File: config.mk
export PLATFORM = sky130hd
export DESIGN_NAME = spm_product_collector
export DESIGN_NICKNAME = d
export VERILOG_FILES = /design/src/rtl/spm_pkg.sv /design/src/rtl/spm_bit_counter.sv /design/src/rtl/spm_product_collector.sv
export SDC_FILE = /design/constraint.sdc
export NUM_CORES = 1
export LEC_CHECK = 0
export CORE_ASPECT_RATIO = 1.1
export CORE_UTILIZATION = 50
export DETAILED_ROUTE_END_ITERATION = 12
export PLACE_DENSITY = 0.81
export SYNTH_ARGS = -nofsm -noshare
export SYNTH_HDL_FRONTEND = slang
export SYNTH_SLANG_ARGS = --single-unit
export TNS_END_PERCENT = 50
File: constraint.sdc
create_clock -name clk -period 3.32 [get_ports clk]
set_clock_uncertainty 0.05 [all_clocks]
set_input_delay 0.664 -clock clk [delete_from_list [all_inputs] [get_ports clk]]
set_output_delay 0.664 -clock clk [all_outputs]
set_load 0.1 [all_outputs]
File: src/rtl/spm_pkg.sv
// Shared constants and state encoding for the serial-parallel multiplier
// product path.
package spm_pkg;

    localparam int SPM_PROD_W = 16;

    typedef enum logic [1:0] {
        IDLE  = 2'd0,
        SHIFT = 2'd1,
        DONE  = 2'd2
    } spm_state_e;

endpackage

File: src/rtl/spm_bit_counter.sv
// Terminal-count bit counter: counts 0..TC-1, holds at TC-1 instead of
// wrapping, and raises o_last while sitting on the terminal value.
module spm_bit_counter #(
    parameter int TC = 16
) (
    input  logic clk,
    input  logic rst,
    input  logic i_clr,
    input  logic i_en,
    output logic o_last
);

    localparam int CW = (TC > 1) ? $clog2(TC) : 1;

    logic [CW-1:0] r_cnt;
    logic          w_last;

    assign w_last = (r_cnt == CW'(TC - 1));
    assign o_last = w_last;

    always_ff @(posedge clk or negedge rst) begin
        if (!rst) begin
            r_cnt <= '0;
        end else if (i_clr) begin
            r_cnt <= '0;
        end else if (i_en && !w_last) begin
            r_cnt <= r_cnt + CW'(1);
        end
    end

endmodule

File: src/rtl/spm_product_collector.sv
// Deserialises the LSB-first product stream of the SPM into a parallel word
// and hands it off with a valid/ready handshake.
module spm_product_collector
    import spm_pkg::*;
#(
    parameter int WIDTH = SPM_PROD_W
) (
    input  logic             clk,
    input  logic             rst,
    input  logic             start,
    input  logic             ser_bit,
    output logic             busy,
    output logic [WIDTH-1:0] product,
    output logic             prod_valid,
    input  logic             prod_ready
);

    spm_state_e       r_state;
    spm_state_e       w_state_nxt;
    logic [WIDTH-1:0] r_sreg;
    logic             w_cnt_clr;
    logic             w_cnt_en;
    logic             w_cnt_last;
    logic             w_shift_en;

    spm_bit_counter #(
        .TC (WIDTH)
    ) u_cnt (
        .clk    (clk),
        .rst    (rst),
        .i_clr  (w_cnt_clr),
        .i_en   (w_cnt_en),
        .o_last (w_cnt_last)
    );

    always_ff @(posedge clk or negedge rst) begin
        if (!rst) begin
            r_state <= IDLE;
        end else begin
            r_state <= w_state_nxt;
        end
    end

    // Acceptance edges never sample ser_bit: only SHIFT enables the shifter.
    always_comb begin
        w_state_nxt = r_state;
        w_cnt_clr   = 1'b0;
        w_cnt_en    = 1'b0;
        w_shift_en  = 1'b0;
        case (r_state)
            IDLE: begin
                if (start) begin
                    w_state_nxt = SHIFT;
                    w_cnt_clr   = 1'b1;
                end
            end
            SHIFT: begin
                w_shift_en = 1'b1;
                w_cnt_en   = 1'b1;
                if (w_cnt_last) begin
                    w_state_nxt = DONE;
                end
            end
            DONE: begin
                if (prod_ready) begin
                    if (start) begin
                        w_state_nxt = SHIFT;
                        w_cnt_clr   = 1'b1;
                    end else begin
                        w_state_nxt = IDLE;
                    end
                end
            end
            default: begin
                w_state_nxt = IDLE;
            end
        endcase
    end

    // Right shift with insertion at the MSB leaves the first bit at bit 0.
    always_ff @(posedge clk or negedge rst) begin
        if (!rst) begin
            r_sreg <= '0;
        end else if (w_shift_en) begin
            r_sreg <= {ser_bit, r_sreg[WIDTH-1:1]};
        end
    end

    assign busy       = (r_state == SHIFT);
    assign prod_valid = (r_state == DONE);
    assign product    = r_sreg;

endmodule

Word-level counts from Yosys, hierarchy flattened. Cells that the tools add are included.

Add/subtract/negate cells: 1. Multipliers: 0. Divide/modulo/power cells: 0. Magnitude comparators: 0. Eq/ne operators: 6. Shift-type cells: 0. Muxes and demuxes: 11. Bitwise logic cells: 0. Reduce and logical (&&, ||, !) cells: 5.

Operator list (number): two-way mux 4 bit (2); two-way mux 2 bit (3); one-hot mux 2 bit (3 select lines) (1); adder 4 x 1 -> 4 bit, second input constant (1); == test 4 bit, second input constant (1); two-way mux 1 bit (4); inequality test 2 x 1 -> 1 bit, second input constant (2); AND reduction 3 bit (1); == test 2 x 1 -> 1 bit, second input constant (1); == test 2 bit, second input constant (1); logical NOT 2 bit (1); inequality test 2 bit, second input constant (1); one-hot mux 1 bit (2 select lines) (1); nonzero test 2 bit (1); logical AND 1 bit (1); logical NOT 1 bit (1).

Flip-flop bits (word level): 22. Bits in latches: 0. Bits in writable memories: 0. ROM bits: 0. Output and inout port bits: 18. Memories kept: 0.

Longest topological paths before layout.
Word-level depth: 5. Mapped depth: 5. Gate-level depth less buffers: 4.

Cells and area by module. A second synthesis with hierarchy kept.

Cells, all modules: 64. Area total of the unflattened synthesis: 965.9 sq um.

Modules (own cells, without submodules): spm_product_collector (instances 1, cells an instance 44, area each 737.0 sq um, sequential area each 450.4 sq um); spm_bit_counter (instances 1, cells an instance 20, area each 229.0 sq um, sequential area each 100.1 sq um).

Worst setup path after synthesis. OpenSTA, ideal clock, no wires.

Path type: reg-to-output. Start: reg r_state[0]. End: out prod_valid. Data arrival time: 1.759 ns. Data required time: 2.606 ns. Slack: 0.847 ns. Stages on the path, launching flop included: 2. Path through: dfrtp_1 nor2b_1.

Word-level cells in the longest chain between the ends: 1.

RTL lines: start, declared (RTL line spm_product_collector.sv:18) `spm_state_e r_state;`; start signal, assigned (RTL line spm_product_collector.sv:40) `r_state <= w_state_nxt;`; == test 2 bit (RTL line spm_product_collector.sv:90) `assign prod_valid = (r_state == DONE);`; end, declared (RTL line spm_product_collector.sv:14) `output logic prod_valid,`.

Every way passes these cells.

Final worst setup path.
Start: reg r_state[1]. End: out busy.

Word-level cells in the longest chain between the ends: 1.

RTL lines: == test 2 x 1 -> 1 bit (RTL line spm_product_collector.sv:89) `assign busy = (r_state == SHIFT);`; end, declared (RTL line spm_product_collector.sv:12) `output logic busy,`.

Every way passes these cells.

==> run_results.csv <==
group,metric,value,unit
cts,ctsRootBufferMaster,"clkbuf_4",
worst_setup_path,crit_path_start_kind,"flop",
finish,n_fill_cell,129,
cts,cts_sinks,22,
finish,multiInputGateArea,327,um^2
job,maxCapViolations,0,
worst_setup_path,r2r_setup_slack,1.84,ns
cts,clockBufferDepth,2,
floorplanning,fp.dieH,46.8,um
finish,drive_above_1_share,19.7,%
detailed_routing,drc,0,
detailed_routing,route.detailed.wl_per_inst,11.8,um
finish,regArea,551,um^2
logic_synthesis,avgSynthCellArea,9.20,um^2
detailed_routing,vias,708,
placement,placed_area,1090,um^2
sta,max_slew_margin,36.1,%
sta,rsz0062_at_grt,"false",
cts,cts_max_level,1,
grt,overflow,0,
cts,cts_resized,0,
floorplanning,io-pin-count,23,
cts,worst_skew_pair.late_latency,0.30,ns
logic_synthesis,yosysTopAreaCell,"dfrtp_1",
worst_setup_path,crit_start,"r_state[1]",
detailed_routing,drtPass1Iterations,4,
worst_setup_path,arrival,1.38,ns
sta,slew_viol_final,0,
finish,syn2layout_area_growth,25.7,%
grt,antenna_found_initial,0,
detailed_routing,drtAntennaViolNets,0,
sta,tns,0,ns
worst_setup_path,cp.required,2.61,ns
cts,cts_setup_buffers,0,
sta,period_minus_slack,2.09,ns
logic_synthesis,seq_area_frac_synth,60.4,%
placement,place_hpwl,1110,um
cts,path_clk_slew,0.13,ns
finish,n_antenna_cell,0,
detailed_routing,drt_iter0_markers,14,
logic_synthesis,netlist_area,911,um^2
worst_setup_path,critPathCapture,"busy",
worst_setup_path,r2r_end,"u_cnt.r_cnt[2]",
cts,cts_tree,"built",
detailed_routing,wl_met1,740,um
cts,postCtsHoldBufs,0,
logic_synthesis,synthCells,99,
grt,first_global_vias,615,
worst_setup_path,crit_type,"reg2out",
floorplanning,design.die.area,2000,um^2
logic_synthesis,synth-seq-cells,22,
detailed_routing,via_per_inst,5.09,
worst_setup_path,regToRegStartpoint,"r_state[0]",
floorplanning,core_region_area,1630,um^2
status,status,"completed",
logic_synthesis,synth_cell_types,22,
detailed_routing,routed-wl-met2,815,um
detailed_routing,dr_wl_met3,73,um
finish,final_nets,129,
placement,port_buffers,22,
worst_setup_path,rr_worst_depth,5,
floorplanning,die_w,42.7,um
placement,gp_congestion,0.676,
sta,finalCritPeriodShare,63.0,%
logic_synthesis,yosys.area.top_type_share,60.4,%
sta,hold_viol_final,0,
detailed_routing,drt-total-wl,1640,um
detailed_routing,topRoutingLayerUsed,"met4",
floorplanning,start_util,55.8,%
sta,worst_pin_slew,0.956,ns
floorplanning,row_count,15,
worst_setup_path,endpoint_kind,"output pin",
worst_setup_path,crit_path_max_fanout,23,
grt,grtUsageTotal,17.8,%
logic_synthesis,synth_nets,105,
grt,grt_pass1_wl,2620,um
logic_synthesis,ys.warnings.count,0,
sta,setup_violations,0,
finish,finish.instance_area,1140,um^2
sta,max_freq,478,MHz
cts,numCtsBuffers,3,
grt,grt_max_degree,24,
worst_hold_path,hold_path_class,"reg2reg",
logic_synthesis,synth.area.top_cells,"dfrtp_1 60%, nand2_1 20%, a21oi_1 1.6%",
==> worst min path at each step <==
stage	from	to	slack [ns]	cells past startpoint
after global placement	product[0]	product[0]	0.41	2
final	product[0]	product[0]	0.45	2
after detailed placement	product[0]	product[0]	0.43	2
after floorplan	rst	product[0]	0.32	0
after global routing	product[0]	product[0]	0.47	2
after CTS	product[0]	product[0]	0.45	2
==> synth_stat cells, drive strengths merged <==
| cell type | n |
|---|---|
| nor2b | 2 |
| and3 | 1 |
| nand2b | 2 |
| nor2 | 1 |
| ha | 1 |
| o22ai | 1 |
| a21oi | 3 |
| buf | 4 |
| or3 | 1 |
| and4 | 1 |
| nand2 | 48 |
| nor4 | 1 |
| nand3 | 1 |
| o21ai | 2 |
| inv | 3 |
| o21a | 1 |
| nand3b | 1 |
| dfrtp | 22 |
| a22o | 1 |
| nor3 | 2 |
==> state kept, by name, summed over array words and instances, names as in the netlist <==
register     count
product         16
u_cnt.r_cnt      4
r_state          2
==> layer usage <==
metal / GRT usage (%) / up-vias
li1: - / 356
met1: 24.4 / 334
met2: 28.5 / 16
met3: 2.31 / 2
met4: 9.38 / 0
met5: 0 / -
==> kinds of logic (layout without fill, tap and decap cells) <==
| logic type | after synthesis | after routing | share of synthesized area (%) |
|---|---|---|---|
| flops | 22 | 22 | 60.4 |
| fa+ha+maj | 1 | 1 | 1.37 |
| compound gates | 8 | 8 | 5.22 |
| simple gates | 61 | 61 | 29.3 |
| buf+inv | 7 | 30 | 3.71 |
==> placed cells by master, fill, tap and decap left out <==
| cell | n |
|---|---|
| a21oi_1 | 3 |
| nor4_1 | 1 |
| clkbuf_4 | 3 |
| clkdlybuf4s50_1 | 4 |
| o21a_1 | 1 |
| or3_1 | 1 |
| buf_4 | 19 |
| nor2b_1 | 2 |
| o22ai_1 | 1 |
| dfrtp_1 | 22 |
| nand2b_4 | 1 |
| ha_1 | 1 |
| nand2b_1 | 1 |
| and4_1 | 1 |
| nor2_1 | 1 |
| nand2_1 | 48 |
| nor3_1 | 2 |
| nand3_1 | 1 |
| a22o_1 | 1 |
| nand3b_1 | 1 |
| inv_1 | 3 |
| bufinv_16 | 1 |
| o21ai_0 | 2 |
| and3_1 | 1 |
==> metrics by stage <==
step | hold slack, ns | setup WS [ns] | cells | utilization [%]
2_1_floorplan | 0.318 | 0.847 | 99 | -
3_3_place_gp | 0.412 | 1.42 | 135 | 66.9
3_5_place_dp | 0.426 | 1.39 | 135 | 66.9
4_1_cts | 0.452 | 1.22 | 139 | 70.1
5_1_grt | 0.471 | 1.15 | 139 | 70.1
6_report | 0.445 | 1.23 | 139 | 70.1
==> final cells by class <==
| class | instances | share of cell area [%] |
|---|---|---|
| clock inverter | 1 | 2.62 |
| clock buffer | 3 | 1.97 |
| timing repair buffer | 23 | 16.0 |
| sequential | 22 | 48.1 |
| inverter | 3 | 0.984 |
| tap | 17 | 1.86 |
| multi-input combinational | 70 | 28.5 |
==> worst max-delay path, cell delays in order, from the launching register on <==
cell and delay, ns:
dfrtp_1 0.41, nand2b_4 0.25, inv_1 0.12, buf_4 0.29
Power is left out: the tool's default activity adds up to more than one toggle a clock period on the data nets, which glitch-free logic cannot reach.
